File: src/rtl/l2_pkg.sv
// Shared types and default geometry for the L2 instruction-fetch responder.
package l2_pkg;

    localparam int unsigned ADDR_W  = 32;
    localparam int unsigned BLOCK_W = 256;
    localparam int unsigned MEM_W   = 32;
    localparam int unsigned BEATS   = BLOCK_W / MEM_W;
    localparam int unsigned OFS_W   = $clog2(BLOCK_W / 8);

    typedef enum logic [1:0] {
        IDLE,
        FILL,
        RESP
    } l2_state_t;

endpackage

File: src/rtl/l2_block_buffer.sv
// One-entry tag/valid store for the most recently completed block fill.
// Only compiled and used when L2_RESP_BUF_EN is defined.
`ifdef L2_RESP_BUF_EN
module l2_block_buffer #(
    parameter int unsigned TAG_W = 27
) (
    input  logic             clk,
    input  logic             rst,
    input  logic             load,
    input  logic [TAG_W-1:0] load_tag,
    input  logic             inval,
    input  logic [TAG_W-1:0] lookup_tag,
    output logic             hit
);

    logic [TAG_W-1:0] tag_q;
    logic             valid_q;

    // Tag register: load on completed fill, drop validity when the block data is overwritten.
    always_ff @(posedge clk) begin
        if (rst) begin
            tag_q   <= '0;
            valid_q <= 1'b0;
        end else if (load) begin
            tag_q   <= load_tag;
            valid_q <= 1'b1;
        end else if (inval) begin
            valid_q <= 1'b0;
        end
    end

    // Hit when the held block matches the requested block address.
    always_comb begin
        hit = valid_q && (tag_q == lookup_tag);
    end

endmodule
`endif

File: src/rtl/l2_ifetch_responder.sv
// L2-side responder for L1I block reads: fills a block from a word-wide memory
// port beat by beat, assembles it little-endian and presents it for one cycle.
// Optional feature macro: L2_RESP_BUF_EN (one-entry block buffer for repeat hits).
module l2_ifetch_responder #(
    parameter int unsigned ADDR_W  = l2_pkg::ADDR_W,
    parameter int unsigned BLOCK_W = l2_pkg::BLOCK_W,
    parameter int unsigned MEM_W   = l2_pkg::MEM_W
) (
    input  logic               clk,
    input  logic               rst,
    input  logic               L2_read_en,
    input  logic [ADDR_W-1:0]  L2_addr_read,
    output logic [BLOCK_W-1:0] L2_block_read,
    output logic               L2_stall,
    output logic               mem_req,
    output logic [ADDR_W-1:0]  mem_addr,
    input  logic [MEM_W-1:0]   mem_rdata,
    input  logic               mem_valid
);

    import l2_pkg::*;

    localparam int unsigned NBEATS = BLOCK_W / MEM_W;
    localparam int unsigned BOFS_W = $clog2(BLOCK_W / 8);
    localparam int unsigned LANE_W = $clog2(MEM_W / 8);
    localparam int unsigned IDX_W  = BOFS_W - LANE_W;
    localparam int unsigned TAG_W  = ADDR_W - BOFS_W;
    localparam logic [IDX_W-1:0] LAST_IDX = IDX_W'(NBEATS - 1);

    l2_state_t          state_q, state_d;
    logic [TAG_W-1:0]   blk_q, blk_d;
    logic [IDX_W-1:0]   idx_q, idx_d;
    logic               abort_q, abort_d;
    logic [BLOCK_W-1:0] block_q;
    logic [TAG_W-1:0]   req_blk;
    logic               wr_en;
    logic               buf_load;
    logic               buf_inval;
    logic               buf_hit;
    logic               redirect;
    logic               unused_ofs;

    assign req_blk    = L2_addr_read[ADDR_W-1:BOFS_W];
    assign unused_ofs = ^L2_addr_read[BOFS_W-1:0];

`ifdef L2_RESP_BUF_EN
    l2_block_buffer #(
        .TAG_W (TAG_W)
    ) u_block_buffer (
        .clk        (clk),
        .rst        (rst),
        .load       (buf_load),
        .load_tag   (blk_q),
        .inval      (buf_inval),
        .lookup_tag (req_blk),
        .hit        (buf_hit)
    );
`else
    logic unused_buf;
    assign buf_hit    = 1'b0;
    assign unused_buf = buf_load ^ buf_inval;
`endif

    // State, latched block address, beat index and abort flag.
    always_ff @(posedge clk) begin
        if (rst) begin
            state_q <= IDLE;
            blk_q   <= '0;
            idx_q   <= '0;
            abort_q <= 1'b0;
        end else begin
            state_q <= state_d;
            blk_q   <= blk_d;
            idx_q   <= idx_d;
            abort_q <= abort_d;
        end
    end

    // Block assembler: each accepted beat lands in its little-endian word slot.
    always_ff @(posedge clk) begin
        if (rst) begin
            block_q <= '0;
        end else if (wr_en) begin
            block_q[int'(idx_q) * MEM_W +: MEM_W] <= mem_rdata;
        end
    end

    // Next-state logic: accept, fill beat by beat (abortable), respond for one cycle.
    always_comb begin
        state_d   = state_q;
        blk_d     = blk_q;
        idx_d     = idx_q;
        abort_d   = abort_q;
        wr_en     = 1'b0;
        buf_load  = 1'b0;
        buf_inval = 1'b0;
        redirect  = 1'b0;
        unique case (state_q)
            IDLE: begin
                if (L2_read_en) begin
                    blk_d   = req_blk;
                    idx_d   = '0;
                    abort_d = 1'b0;
                    state_d = buf_hit ? RESP : FILL;
                end
            end
            FILL: begin
                redirect = !L2_read_en || (req_blk != blk_q);
                if (mem_valid) begin
                    if (abort_q || redirect) begin
                        // Outstanding beat has now completed; drop it and the partial block.
                        abort_d = 1'b0;
                        idx_d   = '0;
                        state_d = IDLE;
                    end else begin
                        wr_en = 1'b1;
                        // Buffered tag no longer describes the assembler once it is overwritten.
                        buf_inval = (idx_q == '0);
                        if (idx_q == LAST_IDX) begin
                            buf_load = 1'b1;
                            idx_d    = '0;
                            state_d  = RESP;
                        end else begin
                            idx_d = idx_q + 1'b1;
                        end
                    end
                end else begin
                    abort_d = abort_q || redirect;
                end
            end
            RESP: begin
                state_d = IDLE;
            end
            default: begin
                state_d = IDLE;
            end
        endcase
    end

    // Outputs derived from registered state only.
    always_comb begin
        L2_stall      = (state_q != RESP);
        mem_req       = (state_q == FILL);
        mem_addr      = {blk_q, idx_q, {LANE_W{1'b0}}};
        L2_block_read = block_q;
    end

endmodule
File: config.mk
export PLATFORM = sky130hd
export DESIGN_NAME = l2_ifetch_responder
export DESIGN_NICKNAME = d
export VERILOG_FILES = /design/src/rtl/l2_pkg.sv /design/src/rtl/l2_block_buffer.sv /design/src/rtl/l2_ifetch_responder.sv
export SDC_FILE = /design/constraint.sdc
export NUM_CORES = 1
export LEC_CHECK = 0
export CORE_UTILIZATION = 30
export DETAILED_ROUTE_END_ITERATION = 6
export PLACE_DENSITY = 0.6
export SETUP_SLACK_MARGIN = 0.05
export SLEW_MARGIN = 10
export SYNTH_ARGS = -nofsm -noshare
export SYNTH_HDL_FRONTEND = slang
export SYNTH_SLANG_ARGS = --single-unit
File: constraint.sdc
create_clock -name clk -period 2.5 [get_ports clk]
set_clock_uncertainty 0.05 [all_clocks]
set_input_delay 0.25 -clock clk [delete_from_list [all_inputs] [get_ports clk]]
set_output_delay 0.25 -clock clk [all_outputs]
set_load 0.05 [all_outputs]
==> qor.yml, run 1 <==
status:
  outcome: "completed"
route:
  dr_wl_met3_microns: 3610
  drt_pass1_iterations: 5
  drc_errors: 0
  route.met2.wl_microns: 21400
  topRoutingLayerUsed: "met4"
  antenna_left: 0
  viasPerCell: 4.93
  wl_met1_microns: 19900
  wl_per_cell_microns: 20.9
  drt_wl_total_microns: 46100
  vias: 10900
  drtIter0Drc: 781
finish:
  layout.nets: 1745
  area_growth_pct: 47.9
  drive_above_1_share_pct: 10.1
  utilization_pct: 45.3
  fin_area_sq_mm: 0.0177
  diodes: 0
cts:
  cts_inserted_buffers: 35
  cts_buffer_depth: 3
  tritoncts: "done"
  h-tree-depth: 2
  clk_latency_ns: 0.53
  cts_root_buf: "clkbuf_16"
  ctsHoldBuffers: 0
  path_clk_slew_ns: 0.06
  clock-sinks: 289
setup_path:
  worstSetupStartpointType: "flop"
  crit_path_end_kind: "flop"
  critPathSlowestCell: "dfxtp_4"
  critPathBufInv: 3
  critPathTopFamily: "simple AND/OR/NAND/NOR gates"
  worstPathMaxFanout: 16
  cpPeakStageDelay_ns: 0.34
  cp_data_arrival_time_ns: 2.74
  crit_type: "reg -> reg"
  crit_chain: "inv_1 > ha_1 > ha_4 > nor2_1 > nand3_2 > nor4_4 > buf_4 > buf_6 > mux2i_1"
  worstPathRequired_ns: 2.89
pwr:
  internal_power_mw: 7.81
  seqPwrFrac_pct: 45.5
  worst_ir_drop_vdd_uv: 457
  p_comb_share_pct: 6.5
  swShare_pct: 23.8
  p_leak_nw: 6.35
  clkPwrFrac_pct: 48.1
  p_per_area_mw_per_mm2: 580
  p_total_mw: 10.3
  p_sw_mw: 2.44
timing:
  final-setup-viol-count: 0
  min_period_over_period_pct: 93.7
  slew_headroom_pct: 48.5
  report.final.slew_viol_count: 0
  fin_crit_ns: 2.34
  hold_viol: 0
  rsz0062_at_grt: "false"
  whs_ns: 0.0735
  tightest_slew_ns: 0.773
  fmax_ghz: 0.427
  finalSetupTns_ns: 0
placement:
  place.port_buffers: 350
  gp_congestion: 0.812
  place_area_sq_mm: 0.0164
  dp_hpwl_microns: 31600
logic_synthesis:
  synthTopCellsByCount: "nand2_1, dfxtp_1, mux2i_1"
  synth_most_common_cell: "nand2_1"
  synthXorXnorAreaFrac_pct: 1.98
  synth_area_leaders: "dfxtp_1, mux2i_1, nand2_1, o31ai_1, a21oi_1"
  syn_inst: 1317
  synth_ff_type: "dfxtp_1"
  synth_seq_cells: 289
  syn_avg_cell_area_sq_um: 9.08
  mappedNetlistArea_sq_mm: 0.0120
  synth_top_family_by_area: "simple AND/OR/NAND/NOR gates"
  yosysTopAreaCellShare_pct: 48.4
  yosys.area.top_type: "dfxtp_1"
  synth-edff-count: 0
  seq_area_frac_synth_pct: 48.4
  yosys.area_share.adder_pct: 0.733
  synthMuxAreaShare_pct: 16.1
  synth_compound_area_share_pct: 8.22
  ys_warn_count: 0
  ys_async_sr_fraction_pct: 0
  yosysUniqueCellTypes: 38
  synth_simple_gate_area_share_pct: 20.1
global_route:
  grt_max_degree: 89
  grt_usage_pct: 22.0
  overflow: 0
  antenna_found_initial: 3
  grt_pass1_wl_microns: 67900
  grt_pass1_vias: 10600
floorplanning:
  die_w_microns: 202
  io_pins: 358
  core_sq_mm: 0.0390
  dieArea_sq_mm: 0.0406
  die_y_microns: 202
  rows: 72
  initial_core_util_pct: 30.6
job:
  drv_cap: 0
worst_hold_path:
  hold_class: "in -> reg"
## worst reg2reg max path, cell delays in order (launching register included)
cell and delay, ns:
dfxtp_4 0.34, inv_1 0.05, ha_1 0.22, ha_4 0.25, nor2_1 0.27, nand3_2 0.18, nor4_4 0.23, buf_4 0.18
buf_6 0.26, mux2i_1 0.23
## layout by cell type, fill, tap and decap left out, types with 23 or more instances in the layout
cell	netlist	layout
a21oi_1	93	93
buf_4	2	64
clkbuf_16	0	39
clkdlybuf4s50_1	0	349
dfxtp_1	289	279
mux2i_1	192	192
nand2_1	373	373
nand4_1	45	45
o31ai_1	64	64
or4_1	28	26
xor2_1	23	23
## power by group through the flow
stage               clock [mW]  sequential (mW)  combinational, mW
finish                    4.93             4.66              0.663
global route              5.23             4.66              0.698
CTS                       5.03             4.66              0.658
detailed placement           0             4.76              0.656
global placement             0             4.76              0.653
floorplan                    0             4.85              0.215
## worst paths after layout
kind	startpoint	endpoint	slack, ns	depth (start not counted)
max	idx_q[0]$_SDFFE_PP0P_	L2_block_read[170]$_SDFFE_PP0P_	0.16	9
min	rst	blk_q[22]$_SDFFE_PP0P_	0.07	2
max reg2reg	idx_q[0]$_SDFFE_PP0P_	L2_block_read[170]$_SDFFE_PP0P_	0.16	9
min reg2reg	L2_block_read[37]$_SDFFE_PP0P_	L2_block_read[37]$_SDFFE_PP0P_	0.40	2
## registers in the layout, summed over array words and instances, names as in the netlist
name and cells:
L2_block_read 256, abort_q 1, blk_q 27, idx_q 3, state_q 2
## per-layer routing
metal / up-vias / track usage, %
met5: - / 0
met4: 0 / 7.03
met3: 61 / 6.17
met2: 347 / 35.0
met1: 5223 / 28.7
li1: 5252 / -
## timing repair
item,CTS,global route
gates cloned,2,2
buffers inserted,0,4
pin swaps,1,5
endpoints found under the hold margin,0,0
gates resized for setup,2,7
endpoints found under the setup margin,35,99
## per-stage QoR
stage / instances / setup WS (ns)
5_1_grt: 2208 / 0.0580
2_1_floorplan: 1318 / 0.0570
3_3_place_gp: 2143 / -0.303
3_5_place_dp: 2143 / -0.321
6_report: 2208 / 0.158
4_1_cts: 2202 / 0.0739
## cell type report
| type | count | area, sq um |
|---|---|---|
| Clock buffer | 55 | 1080 |
| Clock inverter | 2 | 12.5 |
| Timing Repair Buffer | 431 | 4350 |
| Multi-Input combinational cell | 908 | 5770 |
| Tap cell | 518 | 648 |
| Inverter | 5 | 23.8 |
| Fill cell | 3744 | 21300 |
| Sequential cell | 289 | 5800 |
## cell families after synthesis
logic type,Yosys count
simple gates,519
flops,289
mux,192
compound gates,161
buf+inv,121
xor+xnor,27
fa+ha+maj,7
other cells,1
(Power assumes the default switching activity.)
==> run 2: changes to the inputs <==
--- a/config.mk
+++ b/config.mk
@@ -7,7 +7,6 @@
 export LEC_CHECK = 0
 export CORE_UTILIZATION = 30
 export DETAILED_ROUTE_END_ITERATION = 6
-export PLACE_DENSITY = 0.6
 export SETUP_SLACK_MARGIN = 0.05
 export SLEW_MARGIN = 10
 export SYNTH_ARGS = -nofsm -noshare
==> results of run 2 <==
Final layout, timing and power as in run 1 (identical DEF).
